===== src/rtl/baud_pkg.sv =====
// rtl/baud_pkg.sv - baud rate constants, preset select encoding and divisor helper
package baud_pkg;

  localparam int unsigned BAUD_RATE_115200 = 115_200;
  localparam int unsigned BAUD_RATE_38400  = 38_400;
  localparam int unsigned BAUD_RATE_19200  = 19_200;
  localparam int unsigned BAUD_RATE_9600   = 9_600;

  localparam int unsigned DIV_MIN = 2;

  typedef enum logic [1:0] {
    BAUD_115200 = 2'b00,
    BAUD_38400  = 2'b01,
    BAUD_19200  = 2'b10,
    BAUD_9600   = 2'b11
  } baud_sel_e;

  // Fixed-point clk cycles per oversample tick, rounded to nearest: the
  // integer part sits above bit frac_w, the fraction below it.
  function automatic longint unsigned baud_div(
    input longint unsigned clk_freq,
    input longint unsigned baud,
    input longint unsigned os,
    input int unsigned     frac_w = 0
  );
    longint unsigned den;
    den = baud * os;
    return ((clk_freq << frac_w) + (den >> 1)) / den;
  endfunction

endpackage


===== src/rtl/baud_bit_divider.sv =====
// rtl/baud_bit_divider.sv - counts oversample wraps into bit_tick and a bit-rate out_clk
module baud_bit_divider
  import baud_pkg::*;
#(
  parameter int unsigned OVERSAMPLE = 16
) (
  input  logic clk,
  input  logic reset,
  input  logic os_wrap,
  output logic bit_tick,
  output logic out_clk
);

  localparam int unsigned OS_W = $clog2(OVERSAMPLE);
  localparam logic [OS_W-1:0] OS_LAST = OS_W'(OVERSAMPLE - 1);
  localparam logic [OS_W-1:0] OS_HALF = OS_W'(OVERSAMPLE / 2 - 1);

  logic [OS_W-1:0] os_cnt;

  // os_wrap is the same-edge wrap strobe, so bit_tick lines up with os_tick.
  always_ff @(posedge clk) begin
    if (reset) begin
      os_cnt   <= '0;
      bit_tick <= 1'b0;
      out_clk  <= 1'b0;
    end else if (os_wrap) begin
      bit_tick <= (os_cnt == OS_LAST);
      os_cnt   <= (os_cnt == OS_LAST) ? '0 : os_cnt + OS_W'(1);
      if ((os_cnt == OS_HALF) || (os_cnt == OS_LAST)) begin
        out_clk <= ~out_clk;
      end
    end else begin
      bit_tick <= 1'b0;
    end
  end

endmodule


===== src/rtl/baud_tick_gen.sv =====
// rtl/baud_tick_gen.sv - UART oversample/bit tick generator with glitch-free divisor reload
// Optional fractional divisor when BAUD_FRAC_EN is defined.
module baud_tick_gen
  import baud_pkg::*;
#(
  parameter int unsigned CLK_FREQ   = 100_000_000,
  parameter int unsigned OVERSAMPLE = 16,
  parameter int unsigned DIV_W      = 16
`ifdef BAUD_FRAC_EN
  ,
  parameter int unsigned FRAC_W     = 4
`endif
) (
  input  logic             clk,
  input  logic             reset,
  input  logic             en,
  input  logic [1:0]       sel,
  input  logic             use_custom,
  input  logic             div_load,
  input  logic [DIV_W-1:0] div_in,
`ifdef BAUD_FRAC_EN
  input  logic [FRAC_W-1:0] div_frac_in,
`endif
  output logic             os_tick,
  output logic             bit_tick,
  output logic             out_clk
);

`ifdef BAUD_FRAC_EN
  localparam int unsigned FW = FRAC_W;
`else
  localparam int unsigned FW = 0;
`endif

  localparam longint unsigned FX_0 = baud_div(CLK_FREQ, BAUD_RATE_115200, OVERSAMPLE, FW);
  localparam longint unsigned FX_1 = baud_div(CLK_FREQ, BAUD_RATE_38400, OVERSAMPLE, FW);
  localparam longint unsigned FX_2 = baud_div(CLK_FREQ, BAUD_RATE_19200, OVERSAMPLE, FW);
  localparam longint unsigned FX_3 = baud_div(CLK_FREQ, BAUD_RATE_9600, OVERSAMPLE, FW);

  localparam logic [DIV_W-1:0] PRE_DIV_0 = DIV_W'(FX_0 >> FW);
  localparam logic [DIV_W-1:0] PRE_DIV_1 = DIV_W'(FX_1 >> FW);
  localparam logic [DIV_W-1:0] PRE_DIV_2 = DIV_W'(FX_2 >> FW);
  localparam logic [DIV_W-1:0] PRE_DIV_3 = DIV_W'(FX_3 >> FW);

  logic [DIV_W-1:0] cnt;
  logic [DIV_W-1:0] div_q;
  logic [DIV_W-1:0] custom_div;
  logic [DIV_W-1:0] cust_src;
  logic [DIV_W-1:0] preset_div;
  logic [DIV_W-1:0] raw_div;
  logic [DIV_W-1:0] eff_div;
  logic [DIV_W-1:0] last_cnt;
  logic             wrap;
  logic             os_wrap;

  // A load on the wrap edge must already feed that wrap's reload, and reset
  // must see the cleared custom register.
  always_comb begin
    cust_src = custom_div;
    if (reset) begin
      cust_src = '0;
    end else if (div_load) begin
      cust_src = div_in;
    end

    preset_div = PRE_DIV_0;
    case (baud_sel_e'(sel))
      BAUD_115200: preset_div = PRE_DIV_0;
      BAUD_38400:  preset_div = PRE_DIV_1;
      BAUD_19200:  preset_div = PRE_DIV_2;
      BAUD_9600:   preset_div = PRE_DIV_3;
      default:     preset_div = PRE_DIV_0;
    endcase

    raw_div = use_custom ? cust_src : preset_div;
    eff_div = (raw_div < DIV_W'(DIV_MIN)) ? DIV_W'(DIV_MIN) : raw_div;
  end

`ifdef BAUD_FRAC_EN
  localparam logic [FRAC_W-1:0] PRE_FRAC_0 = FRAC_W'(FX_0);
  localparam logic [FRAC_W-1:0] PRE_FRAC_1 = FRAC_W'(FX_1);
  localparam logic [FRAC_W-1:0] PRE_FRAC_2 = FRAC_W'(FX_2);
  localparam logic [FRAC_W-1:0] PRE_FRAC_3 = FRAC_W'(FX_3);

  logic [FRAC_W-1:0] custom_frac;
  logic [FRAC_W-1:0] cust_frac_src;
  logic [FRAC_W-1:0] preset_frac;
  logic [FRAC_W-1:0] eff_frac;
  logic [FRAC_W-1:0] frac_acc;
  logic [FRAC_W:0]   acc_sum;
  logic              stretch;

  always_comb begin
    cust_frac_src = custom_frac;
    if (reset) begin
      cust_frac_src = '0;
    end else if (div_load) begin
      cust_frac_src = div_frac_in;
    end

    preset_frac = PRE_FRAC_0;
    case (baud_sel_e'(sel))
      BAUD_115200: preset_frac = PRE_FRAC_0;
      BAUD_38400:  preset_frac = PRE_FRAC_1;
      BAUD_19200:  preset_frac = PRE_FRAC_2;
      BAUD_9600:   preset_frac = PRE_FRAC_3;
      default:     preset_frac = PRE_FRAC_0;
    endcase

    eff_frac = use_custom ? cust_frac_src : preset_frac;
    acc_sum  = {1'b0, frac_acc} + {1'b0, eff_frac};
  end

  // A carry out of the accumulator stretches the following period by one clk.
  always_ff @(posedge clk) begin
    if (reset) begin
      custom_frac <= '0;
      frac_acc    <= '0;
      stretch     <= 1'b0;
    end else begin
      if (div_load) begin
        custom_frac <= div_frac_in;
      end
      if (os_wrap) begin
        frac_acc <= acc_sum[FRAC_W-1:0];
        stretch  <= acc_sum[FRAC_W];
      end
    end
  end

  assign last_cnt = div_q - DIV_W'(1) + DIV_W'(stretch);
`else
  assign last_cnt = div_q - DIV_W'(1);
`endif

  assign wrap    = (cnt == last_cnt);
  assign os_wrap = en & wrap;

  always_ff @(posedge clk) begin
    if (reset) begin
      cnt        <= '0;
      os_tick    <= 1'b0;
      div_q      <= eff_div;
      custom_div <= '0;
    end else begin
      if (div_load) begin
        custom_div <= div_in;
      end
      if (en) begin
        if (wrap) begin
          cnt     <= '0;
          os_tick <= 1'b1;
          div_q   <= eff_div;
        end else begin
          cnt     <= cnt + DIV_W'(1);
          os_tick <= 1'b0;
        end
      end else begin
        os_tick <= 1'b0;
      end
    end
  end

  baud_bit_divider #(
    .OVERSAMPLE(OVERSAMPLE)
  ) u_bit_divider (
    .clk     (clk),
    .reset   (reset),
    .os_wrap (os_wrap),
    .bit_tick(bit_tick),
    .out_clk (out_clk)
  );

endmodule


===== config.mk =====
export PLATFORM = sky130hd
export DESIGN_NAME = baud_tick_gen
export DESIGN_NICKNAME = d
export VERILOG_FILES = /design/src/rtl/baud_pkg.sv /design/src/rtl/baud_bit_divider.sv /design/src/rtl/baud_tick_gen.sv
export SDC_FILE = /design/constraint.sdc
export NUM_CORES = 1
export LEC_CHECK = 0
export CORE_MARGIN = 1.5
export CORE_UTILIZATION = 60
export DETAILED_ROUTE_END_ITERATION = 10
export DONT_BUFFER_PORTS = 1
export PLACE_DENSITY = 0.78
export SKIP_LAST_GASP = 1
export SYNTH_ARGS = -nofsm -noshare
export SYNTH_HDL_FRONTEND = slang
export SYNTH_SLANG_ARGS = --single-unit

===== constraint.sdc =====
create_clock -name clk -period 10.65 [get_ports clk]
set_input_delay 1.065 -clock clk [delete_from_list [all_inputs] [get_ports clk]]
set_output_delay 1.065 -clock clk [all_outputs]
set_load 0.05 [all_outputs]

==> impl_results.md <==
- Post-CTS Setup Bufs: 0
- Ys async rst share: 0%
- Via count: 2194
- CP required: between 10000 and 15000 ps
- Ys flop type: dfxtp_1
- CTS root buf: clkbuf_8
- WHS Path Cells: 2
- CTS sink count: 55
- GPL Wtd Cong: 1.03
- Yosys Warn Count: 0
- Outcome: completed
- Arr. time, crit path: roughly 3800 ps
- Dpl cell area: 0.00294 mm2
- CP Buf/Inv Count: 2
- Maximum VDD drop: 0.102 mV
- Register area: between 0.001 and 0.0015 mm2
- First-pass GRT wire length: between 9 and 10 mm
- Filler Cells Inserted: ~390
- Largest area contributor in the netlist: dfxtp_1
- Total power: between 0.3 and 0.4 mW
- Vias per cell: 6.13
- Worst Tran Pin Value: roughly 600 ps
- Fin nets: around 330
- Net Count, Synth: roughly 330
- Site Rows: 25
- Leak Pwr: about 1.1 nW
- Area contributors post-synth: dfxtp_1 (27%), edfxtp_1 (16%), mux2i_1 (6.5%)
- Fin crit period: roughly 3700 ps
- CTS resizes: 0
- Die height: about 73 um
- Cell family contributing the most delay on the critical path: simple AND/OR/NAND/NOR gates
- Final ANT Viol Nets: 0
- Synth-to-Final Area Change: 4.51%
- I/O Buffers: 0
- DRC marker count from the first detailed-route iteration: 97
- Final instance area: approximately 0.0030 mm2
- Overflow after GRT: 0
- Setup-failing EPs final: 0
- Yosys top cell area share: between 20% and 30%
- CTS max path bufs: 2
- Initial antenna violation count: 0
- Hold Path Origin: u_bit_divider.os_cnt[1]$_SDFFE_PP0P_
- DRT Pass-1 Iters: 4
- Clock slew at reported path FFs: around 100 ps
- R2R Path Start: div_q[0]$_SDFFCE_PN0P_
- Startpoint types: flop
- DP HPWL: 4.30 mm
- Fmax: about 270 MHz
- H-tree depth: 2
- TritonCTS buffer count: 5
- Final worst path period share: about a third
- Starting density of the core: 62.1%
- CP cell instances: inv_1, ha_1, or4b_4, nor4_1, xnor2_1, mux2i_1, or4_1, o31ai_4, buf_4
- Layout cells sized above 1: just under 8%
- Setup TNS: 0 ps
- Die area: 0.00528 mm2
- Core footprint: approximately 0.0047 mm2
- Synth Instances: around 300
- Synthesized area per cell: 9.49 um2
- Post-synth EDFFs: 16
- Max Cap Viol: 0
- Gr usage total: around 23%
- Nature of the critical path endpoint: flop
- Worst path depth: 9
- R2R cell count: 9
- Clock Latency Late Sink: just over 300 ps
- Worst Skew: between 7 and 8 ps
- Post-Route WL: roughly 5.7 mm
- Hold Vio Cnt, Final: 0
- Largest net degree at the start of global routing: 35
- Crit. Startpoint: div_q[0]$_SDFFCE_PN0P_
- Yosys cell types: 59
- I/O pin count: 26
- Pins Over Slew Limit: 0
- DRC viols: 0
- Slowest CP cell: or4_1
- Synthesis-stage register bit count: 55
- PD cells: 130 mW/mm2
- DR WL/cell: approximately 16 um
- N_diodes: 0
- Seq/Total Area, Yosys: between 40% and 50%
- CP Max Fanout: 18
- CTS tree: yes
- RSZ-0062 raised after global routing: false
- Setup CP Type: flop to flop
- Relative slew slack: about three fifths
- Multi-input gate area in the final layout: between 0.0015 and 0.002 mm2
- Hold Buf Count CTS: 0
- Die width: 72.7 um
- Vias in the first global route: 2045
- Mapped cell area: between 0.002 and 0.003 mm2
- Max incr delay on CP: between 600 and 700 ps
- HP Class: flop to flop
==> worst reg2reg max path, stage by stage (launching register included) <==
cell and delay (ps):
edfxtp_1 480, inv_1 90, ha_1 220, or4b_4 520, nor4_1 260, xnor2_1 230
mux2i_1 120, or4_1 610, o31ai_4 550, buf_4 350
==> final cells by class <==
type | instances | area share (%)
clock inverter | 2 | 0.658
sequential | 55 | 41.4
timing repair buffer | 1 | 0.247
multi-input combinational | 229 | 51.4
tap | 54 | 2.22
inverter | 11 | 1.36
clock buffer | 6 | 2.71
==> power breakdown <==
| part | internal (mW) | switching, mW |
|---|---|---|
| Clock | 0.0549 | 0.0709 |
| Sequential | 0.224 | 0.00721 |
| Combinational | 0.0175 | 0.0212 |
==> worst paths after layout <==
| kind | to | slack (ps) |
|---|---|---|
| min | u_bit_divider.os_cnt[1]$_SDFFE_PP0P_ | 500 |
| min reg2reg | u_bit_divider.os_cnt[1]$_SDFFE_PP0P_ | 500 |
| max reg2reg | div_q[12]$_SDFFCE_PN0P_ | 6910 |
| max | div_q[12]$_SDFFCE_PN0P_ | 6910 |
==> state kept, by name, summed over array words and instances, names as in the netlist <==
name                    cells
u_bit_divider.out_clk       1
u_bit_divider.bit_tick      1
u_bit_divider.os_cnt        4
div_q                      16
custom_div                 16
os_tick                     1
cnt                        16
==> cells in the mapped netlist (2+ instances only) <==
library cell and number:
a22o_1 4, edfxtp_1 16, ha_1 3, nand4_1 6, o31ai_1 3, xor2_1 14
nor2b_1 4, a311o_1 2, nor4_1 9, or4_1 7, xnor2_1 19, and4_1 4
a21oi_1 7, inv_1 11, a21o_1 2, buf_2 2, or2_2 4, mux2i_1 19
clkbuf_1 8, o21ai_0 6, nand3_1 7, nand2_1 19, o211ai_1 2, a31oi_1 2
dfxtp_1 39, or3_1 2, nor3_1 16, nor2_1 35, and3_1 5
==> metal layers <==
metal	vias up	global-route usage [%]	part of all wire [%]	routed length, um
met1	1005	28.0	45	2560
met5	-	0	0	0
met3	13	5.80	5.0	287
met4	0	10.3	2.5	141
met2	61	37.8	48	2720
li1	1115	-	-	-
==> through the flow <==
stage                     utilization [%]  setup WS, ps  hold slack (ps)  std cells
after floorplan                         -          7230              460        307
after global placement               62.7          7000              477        350
after detailed placement             62.7          6960              486        350
after CTS                            64.9          6930              504        358
after global routing                 64.9          6680              532        358
final                                64.9          6910              501        358
==> logic make-up (layout without fill, tap and decap cells) <==
group,count (synthesis),in the layout,synth area share (%)
flops,55,55,43.3
simple gates,132,132,25.0
compound gates,41,41,10.2
buf+inv,23,20,3.31
mux,20,20,6.92
fa+ha+maj,3,3,1.29
xor+xnor,33,33,9.92
==> cell usage in the layout, fill, tap and decap left out, types with 5 or more instances in the layout <==
cell / instances
xnor2_1: 19
inv_1: 11
nor2_1: 35
or4_1: 7
and3_1: 5
o21ai_0: 6
mux2i_1: 19
nor4_1: 9
xor2_1: 14
nand3_1: 7
nand4_1: 6
a21oi_1: 7
clkbuf_8: 6
nand2_1: 19
nor3_1: 16
edfxtp_1: 16
dfxtp_1: 39
No activity file was read; power rests on OpenSTA's default activity.
